### config.mk
export PLATFORM = sky130hd
export DESIGN_NAME = exclusive_min_n_flat
export DESIGN_NICKNAME = d
export VERILOG_FILES = /design/src/rtl/exclusive_min_n_if.sv /design/src/rtl/exclusive_min_n.sv /design/src/flat_wrapper.sv
export SDC_FILE = /design/constraint.sdc
export NUM_CORES = 1
export LEC_CHECK = 0
export CAP_MARGIN = 10
export CORE_ASPECT_RATIO = 0.5
export CORE_MARGIN = 2
export CORE_UTILIZATION = 50
export DETAILED_ROUTE_END_ITERATION = 10
export HOLD_SLACK_MARGIN = 0.1
export PLACE_DENSITY = 0.75
export SETUP_SLACK_MARGIN = 0.15
export SYNTH_ARGS = -nofsm -noshare
export SYNTH_HDL_FRONTEND = slang
export SYNTH_SLANG_ARGS = --single-unit
### constraint.sdc
create_clock -name aclk_i -period 3.6 [get_ports aclk_i]
set_clock_uncertainty 0.2 [all_clocks]
set_input_delay 1.08 -clock aclk_i [delete_from_list [all_inputs] [get_ports aclk_i]]
set_output_delay 1.08 -clock aclk_i [all_outputs]
set_load 0.02 [all_outputs]
### src/rtl/exclusive_min_n_if.sv
// Race-input / result bundle for the exclusive-min detector.
// The master drives set/a; the slave (detector) returns the window results.
interface exclusive_min_n_if #(
    parameter int N  = 4,
    parameter int TW = 8
);
    localparam int IW = (N > 1) ? $clog2(N) : 1;

    logic          set;
    logic [N-1:0]  a;
    logic          q;
    logic          win_valid;
    logic [IW-1:0] win_idx;
    logic [TW-1:0] win_time;
    logic          tie;
    logic          timeout;
    logic          busy;

    modport master (
        output set, a,
        input  q, win_valid, win_idx, win_time, tie, timeout, busy
    );

    modport slave (
        input  set, a,
        output q, win_valid, win_idx, win_time, tie, timeout, busy
    );
endinterface

### src/rtl/exclusive_min_n.sv
// N-input clocked exclusive-min detector: reports the unique earliest event after set,
// inhibits on a first-place tie, and saturates to "infinity" when the window expires.
//
// state | meaning
// IDLE  | after reset, nothing armed, inputs ignored
// ARMED | window open, counting cycles and watching for the first event
// DONE  | result (winner, tie or timeout) held until next set
module exclusive_min_n #(
    parameter int N    = 4,
    parameter int TW   = 8,
    parameter int MODE = 1
) (
    input  logic                 aclk_i,
    input  logic                 grst_i,
    exclusive_min_n_if.slave     bus
);
    localparam int IW = (N > 1) ? $clog2(N) : 1;

    localparam logic [1:0] IDLE  = 2'd0;
    localparam logic [1:0] ARMED = 2'd1;
    localparam logic [1:0] DONE  = 2'd2;

    localparam logic [TW-1:0] T_INF    = {TW{1'b1}};
    localparam logic [TW-1:0] CNT_LAST = {{(TW-1){1'b1}}, 1'b0};
    localparam logic [N-1:0]  PREV_RST = (MODE == 2) ? {N{1'b1}} : {N{1'b0}};
    localparam logic [N-1:0]  ONE_N    = {{(N-1){1'b0}}, 1'b1};

    logic [1:0]    state_q,     state_d;
    logic [TW-1:0] cnt_q,       cnt_d;
    logic [N-1:0]  prev_q,      prev_d;
    logic          q_q,         q_d;
    logic          win_valid_q, win_valid_d;
    logic [IW-1:0] win_idx_q,   win_idx_d;
    logic [TW-1:0] win_time_q,  win_time_d;
    logic          tie_q,       tie_d;
    logic          timeout_q,   timeout_d;

    logic [N-1:0]  ev;
    logic          ev_any;
    logic          ev_one;
    logic [IW-1:0] ev_idx;

    always_comb begin
        ev = bus.a;
        case (MODE)
            1:       ev = bus.a & ~prev_q;
            2:       ev = ~bus.a & prev_q;
            default: ev = bus.a;
        endcase
    end

    // Exactly one bit set <=> nonzero and clearing the lowest set bit leaves zero.
    always_comb begin
        ev_any = |ev;
        ev_one = ev_any && ((ev & (ev - ONE_N)) == '0);
        ev_idx = '0;
        for (int i = 0; i < N; i++) begin
            if (ev[i]) ev_idx = i[IW-1:0];
        end
    end

    always_comb begin
        state_d     = state_q;
        cnt_d       = cnt_q;
        prev_d      = bus.a;
        q_d         = 1'b0;
        win_valid_d = win_valid_q;
        win_idx_d   = win_idx_q;
        win_time_d  = win_time_q;
        tie_d       = tie_q;
        timeout_d   = timeout_q;

        if (bus.set) begin
            state_d     = ARMED;
            cnt_d       = '0;
            win_valid_d = 1'b0;
            win_idx_d   = '0;
            win_time_d  = T_INF;
            tie_d       = 1'b0;
            timeout_d   = 1'b0;
        end else if (state_q == ARMED) begin
            if (ev_one) begin
                state_d     = DONE;
                win_valid_d = 1'b1;
                win_idx_d   = ev_idx;
                win_time_d  = cnt_q;
                q_d         = 1'b1;
            end else if (ev_any) begin
                state_d = DONE;
                tie_d   = 1'b1;
            end else if (cnt_q == CNT_LAST) begin
                state_d   = DONE;
                timeout_d = 1'b1;
            end else begin
                cnt_d = cnt_q + 1'b1;
            end
        end
    end

    always_ff @(posedge aclk_i or posedge grst_i) begin
        if (grst_i) begin
            state_q     <= IDLE;
            cnt_q       <= '0;
            prev_q      <= PREV_RST;
            q_q         <= 1'b0;
            win_valid_q <= 1'b0;
            win_idx_q   <= '0;
            win_time_q  <= T_INF;
            tie_q       <= 1'b0;
            timeout_q   <= 1'b0;
        end else begin
            state_q     <= state_d;
            cnt_q       <= cnt_d;
            prev_q      <= prev_d;
            q_q         <= q_d;
            win_valid_q <= win_valid_d;
            win_idx_q   <= win_idx_d;
            win_time_q  <= win_time_d;
            tie_q       <= tie_d;
            timeout_q   <= timeout_d;
        end
    end

    assign bus.q         = q_q;
    assign bus.win_valid = win_valid_q;
    assign bus.win_idx   = win_idx_q;
    assign bus.win_time  = win_time_q;
    assign bus.tie       = tie_q;
    assign bus.timeout   = timeout_q;
    assign bus.busy      = (state_q == ARMED);
endmodule
### src/flat_wrapper.sv
// flat-port wrapper written by rule: the top's interface ports become plain ports
module exclusive_min_n_flat 
#(
    parameter int N    = 4,
    parameter int TW   = 8,
    parameter int MODE = 1
)
  (aclk_i, grst_i, bus_set, bus_a, bus_q, bus_win_valid, bus_win_idx, bus_win_time, bus_tie, bus_timeout, bus_busy);
  exclusive_min_n_if #(.N(N), .TW(TW)) bus_i ();
  input  logic aclk_i;
  input  logic grst_i;
  input wire logic [$bits(bus_i.set)-1:0] bus_set;
  input wire logic [$bits(bus_i.a)-1:0] bus_a;
  output wire logic [$bits(bus_i.q)-1:0] bus_q;
  output wire logic [$bits(bus_i.win_valid)-1:0] bus_win_valid;
  output wire logic [$bits(bus_i.win_idx)-1:0] bus_win_idx;
  output wire logic [$bits(bus_i.win_time)-1:0] bus_win_time;
  output wire logic [$bits(bus_i.tie)-1:0] bus_tie;
  output wire logic [$bits(bus_i.timeout)-1:0] bus_timeout;
  output wire logic [$bits(bus_i.busy)-1:0] bus_busy;
  assign bus_i.set = bus_set;
  assign bus_i.a = bus_a;
  assign bus_q = bus_i.q;
  assign bus_win_valid = bus_i.win_valid;
  assign bus_win_idx = bus_i.win_idx;
  assign bus_win_time = bus_i.win_time;
  assign bus_tie = bus_i.tie;
  assign bus_timeout = bus_i.timeout;
  assign bus_busy = bus_i.busy;
  exclusive_min_n #(.N(N), .TW(TW), .MODE(MODE)) u_core (.aclk_i(aclk_i), .grst_i(grst_i), .bus(bus_i));
endmodule
==> run_results.csv, run 1 <==
group,metric,value,unit
clock_tree,ctsLongestPathBuffers,2,
synth,synth-seq-cells,28,
synth,synth_cell_types,37,
synth,synth_top_area_share,0.3717,
route,route.detailed.drc,0,
synth,synth_area_leaders,"dfrtp_1, dfstp_2, nor2_1, a21o_1, a31o_1",
route,dr.first_iter.drc_count,40,
cells_and_area,layoutNonFillerInstCount,188,
sta,holdWs,309.1,ps
route,ant_nets,0,
cells_and_area,n_antenna_cell,0,
floorplan,core,0.002570,sq mm
sta,finalSetupViolations,0,
placed_design,portBuffers,21,
job,maxCapViolations,0,
clock_tree,clk_latency,270,ps
clock_tree,clk_transition_reported_paths,90,ps
sta,fmax,343.0,MHz
worst_setup_path,crit_type,"reg2out",
cells_and_area,post-route-util,0.6431,
clock_tree,cts_max_level,1,
run_status,outcome,"completed",
power_and_ir_drop,powerDensity,424.3,mW/mm^2
power_and_ir_drop,p_leak,0.7051,nW
floorplan,die_x,77.39,um
global_routing,grt_use_total,0.1983,
sta,grt_setup_unrepaired,"false",
synth,synth-edff-count,0,
worst_setup_path,startpoint_type,"register",
placed_design,dpl_worst_slack,497.1,ps
worst_setup_path,crit_required,2320,ps
placed_design,dp_cells,184,
sta,worst_slew_pin_slew,737.8,ps
cells_and_area,final_layout_size_suffix_gt1_frac,0.1325,
clock_tree,cts_sinks,28,
sta,slew_viol_final,0,
synth,syn-num-nets,137,
global_routing,grt_max_degree,21,
route,num_vias,1043,
sta,setup_slack,684.8,ps
cells_and_area,area_growth,22.77,%
global_routing,grt_pass1_wl,4698,um
route,routed_wl,2712,um
clock_tree,postCtsHoldBufs,0,
sta,fin_crit,2915,ps
worst_setup_path,crit_fanout,5,
sta,post-route-period-util,0.8098,
synth,syn_area,0.001346,sq mm
synth,yosys-top-cells-count,"dfrtp_1, nor2_1, dfstp_2",
clock_tree,post_cts_buffers,0,
sta,slew-limit-headroom,0.5076,
synth,ys_seq_area_frac,0.5279,
floorplan,start_util,0.5239,
global_routing,overflow,0,
floorplan,die_area,0.003149,sq mm
synth,avgSynthCellArea,10.52,sq um
clock_tree,cts-root-buf,"clkbuf_8",
route,drt-wirelength-per-cell,14.43,um
floorplan,die_h,40.69,um
global_routing,grt_pass1_vias,987,
synth,yosys_warnings,0,
sta,finalHoldViolCount,0,
sta,setup_tns,0,ps
synth,synthCells,128,
clock_tree,cts_resized,0,
cells_and_area,fillers,221,
synth,synthArstFlopShare,1.000,
synth,yosys.area.top_type,"dfrtp_1",
floorplan,ios,22,
floorplan,rows,13,
route,vias_per_cell,5.548,
placed_design,gp_congestion,0.8835,
worst_setup_path,end_kind,"output port",
clock_tree,numCtsBuffers,3,
route,drt_pre_antenna_iters,4,
global_routing,antenna_found_initial,0,
cells_and_area,fin_nets,161,
synth,ys.flop_type,"dfrtp_1",
power_and_ir_drop,peakVddDrop,0.2230,mV
placed_design,hpwl,1970,um
hold_path,min_path_type,"reg2reg",
clock_tree,cts_tree,"built",
worst_setup_path,critPathArrivalTime,1640,ps
metal layers:
metal  wire, um  global-route usage  share of wire
met1       1318              0.2549           0.49
met2       1256              0.3565           0.46
met3        129             0.05727          0.048
met4          8             0.03125         0.0029
met5          0                   0              0
state kept, by name, indices dropped and copies added (netlist names):
name	flops
u_core.bus.win_time	8
u_core.cnt_q	8
u_core.prev_q	4
u_core.bus.win_idx	2
u_core.state_q	2
u_core.bus.q	1
u_core.bus.tie	1
u_core.bus.timeout	1
u_core.bus.win_valid	1
area by class of cell:
cell class,count,area [sq um],area share
Inverter,3,11.26,0.006813
Clock buffer,4,55.05,0.03331
Sequential cell,28,710.7,0.4300
Tap cell,37,46.29,0.02801
Multi-Input combinational cell,92,596.8,0.3611
Timing Repair Buffer,24,232.7,0.1408
cell usage in the layout, fill, tap and decap left out, types with 3 or more instances in the layout:
cell type / n
nand2b_1: 6
xor2_1: 3
dfstp_2: 8
a31o_1: 6
clkbuf_8: 4
a21o_1: 7
nor2_1: 20
a21oi_1: 5
nand3_1: 7
dfrtp_1: 20
xnor2_1: 6
nor3_1: 4
inv_1: 3
buf_4: 3
clkdlybuf4s50_1: 21
report_power, final:
group	switching, mW	internal (mW)	total [mW]
logic	0.0857	0.0675	0.153
registers	0.0139	0.343	0.357
clock network	0.0932	0.0978	0.191
total	0.193	0.509	0.701
cells by family after synthesis:
group           synth area share
compound gates            0.1506
xor+xnor                 0.05855
fa+ha+maj                0.01858
buf+inv                  0.02881
flops                     0.5279
mux                     0.007435
simple gates              0.2082
stage by stage:
stage	power [mW]	area [sq um]
2_1_floorplan	0.4571	1346
3_3_place_gp	0.5112	1598
3_5_place_dp	0.5153	1598
4_1_cts	0.7069	1653
5_1_grt	0.7388	1653
6_report	0.7013	1653
final timing paths:
check	slack, ps	start	to	cells past startpoint
max in group asynchronous	1570	grst_i	u_core.prev_q[0]$_DFF_PP0_	3
setup reg to reg	1630	u_core.prev_q[3]$_DFF_PP0_	u_core.bus.win_time[0]$_DFFE_PP1P_	5
setup / recovery	680	u_core.state_q[1]$_DFFE_PP0P_	bus_busy	3
hold / removal	310	u_core.bus.timeout$_DFFE_PP0P_	u_core.bus.timeout$_DFFE_PP0P_	2
min in group asynchronous	1030	grst_i	u_core.state_q[1]$_DFFE_PP0P_	2
hold reg to reg	310	u_core.bus.timeout$_DFFE_PP0P_	u_core.bus.timeout$_DFFE_PP0P_	2
critical path, cell delays in order (launching register included):
cell             delay, ps
dfrtp_1                400
nand2b_1               250
inv_1                  110
clkdlybuf4s50_1        600
Power figures use the tool's default switching activity.
==> inputs of run 2 (changes only) <==
==> constraint.sdc (replaced) <==
create_clock -name aclk_i -period 2.8 [get_ports aclk_i]
set_clock_uncertainty 0.2 [all_clocks]
set_input_delay 0.84 -clock aclk_i [delete_from_list [all_inputs] [get_ports aclk_i]]
set_output_delay 0.84 -clock aclk_i [all_outputs]
set_load 0.02 [all_outputs]
==> run_results.csv, run 2 (synthesis results as in run 1) <==
group,metric,value,unit
floorplan,core,0.002570,sq mm
clock_tree,clk_latency,270,ps
power_and_ir_drop,peakVddDrop,0.3382,mV
clock_tree,cts_tree,"built",
sta,finalSetupViolations,0,
worst_setup_path,critPathMaxStageDelay,480,ps
job,maxCapViolations,0,
hold_path,hold_depth,2,
placed_design,hpwl,1935,um
sta,worst_slew_pin_slew,452.4,ps
cells_and_area,fillers,239,
clock_tree,numCtsBuffers,3,
clock_tree,clk_transition_reported_paths,90,ps
route,wl_met2,1216,um
global_routing,grt_pass1_wl,4236,um
route,drt-met1-wl,1307,um
worst_setup_path,cp_cell_sequence,"clkdlybuf4s50_1, nand2b_1, xnor2_1, a32o_2, nand2_4, a221o_1",
power_and_ir_drop,p_leak,0.7309,nW
floorplan,die_x,77.39,um
placed_design,gp_congestion,0.8516,
floorplan,rows,13,
cells_and_area,n_antenna_cell,0,
cells_and_area,seq_area,710.7,sq um
global_routing,antenna_found_initial,0,
worst_setup_path,critPathArrivalTime,2500,ps
hold_path,min_path_type,"reg2reg",
sta,slew_viol_final,0,
cells_and_area,layout_common_cells,"nor2_1, clkdlybuf4s50_1, dfrtp_1",
sta,fin_crit,2494,ps
sta,grt_setup_unrepaired,"false",
worst_setup_path,r2r_cells,5,
sta,holdWs,304.9,ps
cells_and_area,multi_input_area,596.8,sq um
worst_setup_path,crit_type,"in2reg",
sta,fmax,401.0,MHz
route,top_layer,"met4",
route,vias_per_cell,5.238,
clock_tree,postCtsHoldBufs,0,
global_routing,grt_pass1_vias,887,
worst_setup_path,r2r-end,"u_core.bus.win_time[0]$_DFFE_PP1P_",
route,routed_wl,2665,um
route,num_vias,1011,
worst_setup_path,startpoint_type,"input port",
global_routing,grt_max_degree,29,
worst_setup_path,critPathSlowestCell,"clkdlybuf4s50_1",
worst_setup_path,crit_fanout,10,
floorplan,ios,22,
clock_tree,ctsLongestPathBuffers,2,
placed_design,portBuffers,21,
clock_tree,post_cts_buffers,0,
clock_tree,cts-root-buf,"clkbuf_8",
global_routing,grt_use_total,0.1827,
cells_and_area,area_growth,25.46,%
clock_tree,cts_sinks,28,
sta,setup_tns,0,ps
route,dr.first_iter.drc_count,26,
worst_setup_path,end_kind,"register",
sta,finalHoldViolCount,0,
clock_tree,cts_max_level,1,
power_and_ir_drop,powerDensity,536.8,mW/mm^2
worst_setup_path,timing.rr.start,"u_core.prev_q[3]$_DFF_PP0_",
route,ant_nets,0,
route,wl_met3,127,um
cells_and_area,fin_nets,166,
floorplan,die_h,40.69,um
floorplan,die_area,0.003149,sq mm
worst_setup_path,reg2reg_slack,890,ps
clock_tree,cts_resized,1,
route,route.detailed.drc,0,
hold_path,holdPathEnd,"u_core.bus.timeout$_DFFE_PP0P_",
route,drt_pre_antenna_iters,4,
sta,slew-limit-headroom,0.6974,
sta,post-route-period-util,0.8905,
hold_path,hp-start,"u_core.bus.timeout$_DFFE_PP0P_",
global_routing,overflow,0,
worst_setup_path,crit_required,2800,ps
route,drt-wirelength-per-cell,13.81,um
floorplan,start_util,0.5239,
cells_and_area,final_layout_size_suffix_gt1_frac,0.1603,
run_status,outcome,"completed",
-- run 2: cell count changes in the layout (fill, tap and decap cells not counted) --
cell             previous run  this run
buf_4                       3         8
dlygate4sd2_1               0         1
clkdlybuf4s50_1            21        20
-- run 2: power by group --
part           internal, mW  leakage (nW)  total [mW]  switching, mW
clock                 0.126        0.0288       0.246          0.120
combinational        0.0921         0.355       0.202          0.110
sequential            0.441         0.347       0.458         0.0171
-- run 2: cell type report --
type,instances,share of cell area
Timing Repair Buffer,29,0.1593
Tap cell,37,0.02741
Inverter,3,0.006667
Sequential cell,28,0.4207
Multi-Input combinational cell,92,0.3533
Clock buffer,4,0.03259
-- run 2: through the flow --
| step | cell area (sq um) | util | std cells | power [mW] | setup slack, ps |
|---|---|---|---|---|---|
| after floorplan | 1346 | - | 128 | 0.5877 | 627.3 |
| after global placement | 1635 | 0.6363 | 189 | 0.6649 | 101.6 |
| after detailed placement | 1635 | 0.6363 | 189 | 0.6713 | 35.83 |
| after CTS | 1689 | 0.6573 | 193 | 0.9180 | 321.4 |
| after global routing | 1689 | 0.6573 | 193 | 0.9484 | 207.7 |
| final | 1689 | 0.6573 | 193 | 0.9068 | 306.5 |
-- run 2: worst max-delay path: cells and delay by family --
| family | cells | cell delay [ps] |
|---|---|---|
| AOI/OAI and AO/OA | 2 | 720 |
| xor gates and xnor gates | 1 | 260 |
| buffers and inverters | 1 | 480 |
| and+or+nand+nor | 2 | 190 |
-- run 2: routing by layer --
metal,global-route usage,vias up
li1,-,506
met1,0.2451,479
met2,0.3130,24
met3,0.05286,2
met4,0.02679,0
met5,0,-
-- run 2: worst max path at each step --
stage               slack, ps                                 end      from
global placement          100  u_core.bus.win_time[0]$_DFFE_PP1P_  bus_a[2]
CTS                       320  u_core.bus.win_time[0]$_DFFE_PP1P_  bus_a[3]
finish                    310  u_core.bus.win_time[0]$_DFFE_PP1P_  bus_a[3]
floorplan                 630  u_core.bus.win_time[0]$_DFFE_PP1P_  bus_a[1]
detailed placement         40  u_core.bus.win_time[0]$_DFFE_PP1P_  bus_a[3]
global route              210         u_core.cnt_q[4]$_DFFE_PP0P_  bus_a[2]
==> inputs of run 3 (changes only) <==
--- a/config.mk
+++ b/config.mk
@@ -10,8 +10,8 @@
 export CORE_MARGIN = 2
 export CORE_UTILIZATION = 50
 export DETAILED_ROUTE_END_ITERATION = 10
+export DONT_BUFFER_PORTS = 1
 export HOLD_SLACK_MARGIN = 0.1
-export PLACE_DENSITY = 0.75
 export SETUP_SLACK_MARGIN = 0.15
 export SYNTH_ARGS = -nofsm -noshare
 export SYNTH_HDL_FRONTEND = slang
==> run_results.csv, run 3 (synthesis results as in run 1) <==
group,metric,value,unit
route,drt_pre_antenna_iters,4,
floorplan,core,0.002570,sq mm
sta,setup_tns,0,ps
cells_and_area,n_antenna_cell,0,
global_routing,grt_pass1_wl,3974,um
floorplan,ios,22,
placed_design,portBuffers,0,
sta,fin_crit,2243,ps
route,num_vias,924,
clock_tree,cts_resized,0,
global_routing,grt_max_degree,29,
worst_setup_path,critPathArrivalTime,1200,ps
sta,fmax,445.7,MHz
power_and_ir_drop,powerDensity,630.6,mW/mm^2
worst_setup_path,crit_type,"reg2out",
job,maxCapViolations,0,
sta,slew_viol_final,0,
power_and_ir_drop,peakVddDrop,0.3299,mV
run_status,outcome,"completed",
clock_tree,cts_sinks,28,
worst_setup_path,crit_family,"flip-flops",
sta,finalSetupViolations,0,
global_routing,grt_use_total,0.1714,
global_routing,overflow,0,
sta,finalHoldViolCount,0,
worst_setup_path,startpoint_type,"register",
route,drt-wirelength-per-cell,15.14,um
placed_design,gp_congestion,0.7822,
sta,worst_slew_pin_slew,562.5,ps
worst_setup_path,crit_required,1760,ps
worst_setup_path,end_kind,"output port",
cells_and_area,fin_nets,139,
hold_path,min_path_type,"in2async",
power_and_ir_drop,power,915.3,uW
global_routing,antenna_found_initial,0,
clock_tree,post_cts_buffers,0,
route,ant_nets,0,
floorplan,rows,13,
route,route.detailed.drc,0,
route,routed_wl,2514,um
route,dr.first_iter.drc_count,44,
clock_tree,postCtsHoldBufs,0,
worst_setup_path,crit_fanout,6,
clock_tree,cts_max_level,1,
worst_setup_path,critPathMaxStageDelay,390,ps
clock_tree,cts-root-buf,"clkbuf_8",
sta,grt_setup_unrepaired,"false",
global_routing,grt_pass1_vias,810,
floorplan,start_util,0.5239,
cells_and_area,final_layout_size_suffix_gt1_frac,0.1473,
floorplan,die_area,0.003149,sq mm
clock_tree,clk_latency,280,ps
clock_tree,cts_tree,"built",
clock_tree,clk_transition_reported_paths,90,ps
floorplan,die_h,40.69,um
sta,slew-limit-headroom,0.6215,
worst_setup_path,critPathBufInv,1,
cells_and_area,area_growth,7.807,%
clock_tree,numCtsBuffers,3,
worst_setup_path,critPathSlowestCell,"dfrtp_1",
clock_tree,ctsLongestPathBuffers,2,
sta,post-route-period-util,0.8012,
cells_and_area,layout_common_cells,"nor2_1, dfrtp_1, dfstp_2",
placed_design,hpwl,1844,um
route,vias_per_cell,5.566,
power_and_ir_drop,p_leak,0.6247,nW
floorplan,die_x,77.39,um
worst_setup_path,cp_cell_sequence,"nand2b_1, inv_1",
run 3: layer usage:
metal,share of wire,global-route usage
met5,0,0
met1,0.52,0.2421
met4,0.0052,0.02679
met3,0.072,0.06388
met2,0.40,0.2587
run 3: metrics by stage:
stage | worst slack (ps) | utilization | hold slack (ps) | area (sq um) | std cells
global route | 481.1 | 0.5648 | 338.2 | 1451 | 166
global placement | 505.1 | 0.5370 | 283.7 | 1380 | 162
floorplan | 627.3 | - | 267.0 | 1346 | 128
finish | 556.5 | 0.5648 | 301.8 | 1451 | 166
detailed placement | 460.2 | 0.5370 | 303.8 | 1380 | 162
CTS | 553.2 | 0.5648 | 312.8 | 1451 | 166
run 3: worst paths after layout:
check,slack [ps],end,from,depth (start not counted)
setup reg to reg,880,u_core.bus.win_time[0]$_DFFE_PP1P_,u_core.prev_q[3]$_DFF_PP0_,5
hold / removal,300,u_core.bus.win_idx[0]$_DFFE_PP0P_,grst_i,2
min in group aclk_i,320,u_core.state_q[1]$_DFFE_PP0P_,u_core.state_q[1]$_DFFE_PP0P_,2
setup / recovery,560,bus_busy,u_core.state_q[1]$_DFFE_PP0P_,2
hold reg to reg,320,u_core.state_q[1]$_DFFE_PP0P_,u_core.state_q[1]$_DFFE_PP0P_,2
max in group asynchronous,1790,u_core.bus.win_time[4]$_DFFE_PP1P_,grst_i,2
run 3: layout make-up:
cell class | count | area, sq um
fillers | 240 | 1119
flip-flops and latches | 28 | 710.7
multi-input cells | 92 | 596.8
well taps | 37 | 46.29
clock buffers | 3 | 41.29
clock inverters | 1 | 30.03
repair buffers | 2 | 15.01
inverters | 3 | 11.26
run 3: where the power goes:
part	leakage [nW]	total, mW	internal (mW)	switching (mW)
Sequential	0.347	0.487	0.443	0.0440
Combinational	0.242	0.112	0.0439	0.0682
Clock	0.0357	0.316	0.192	0.125
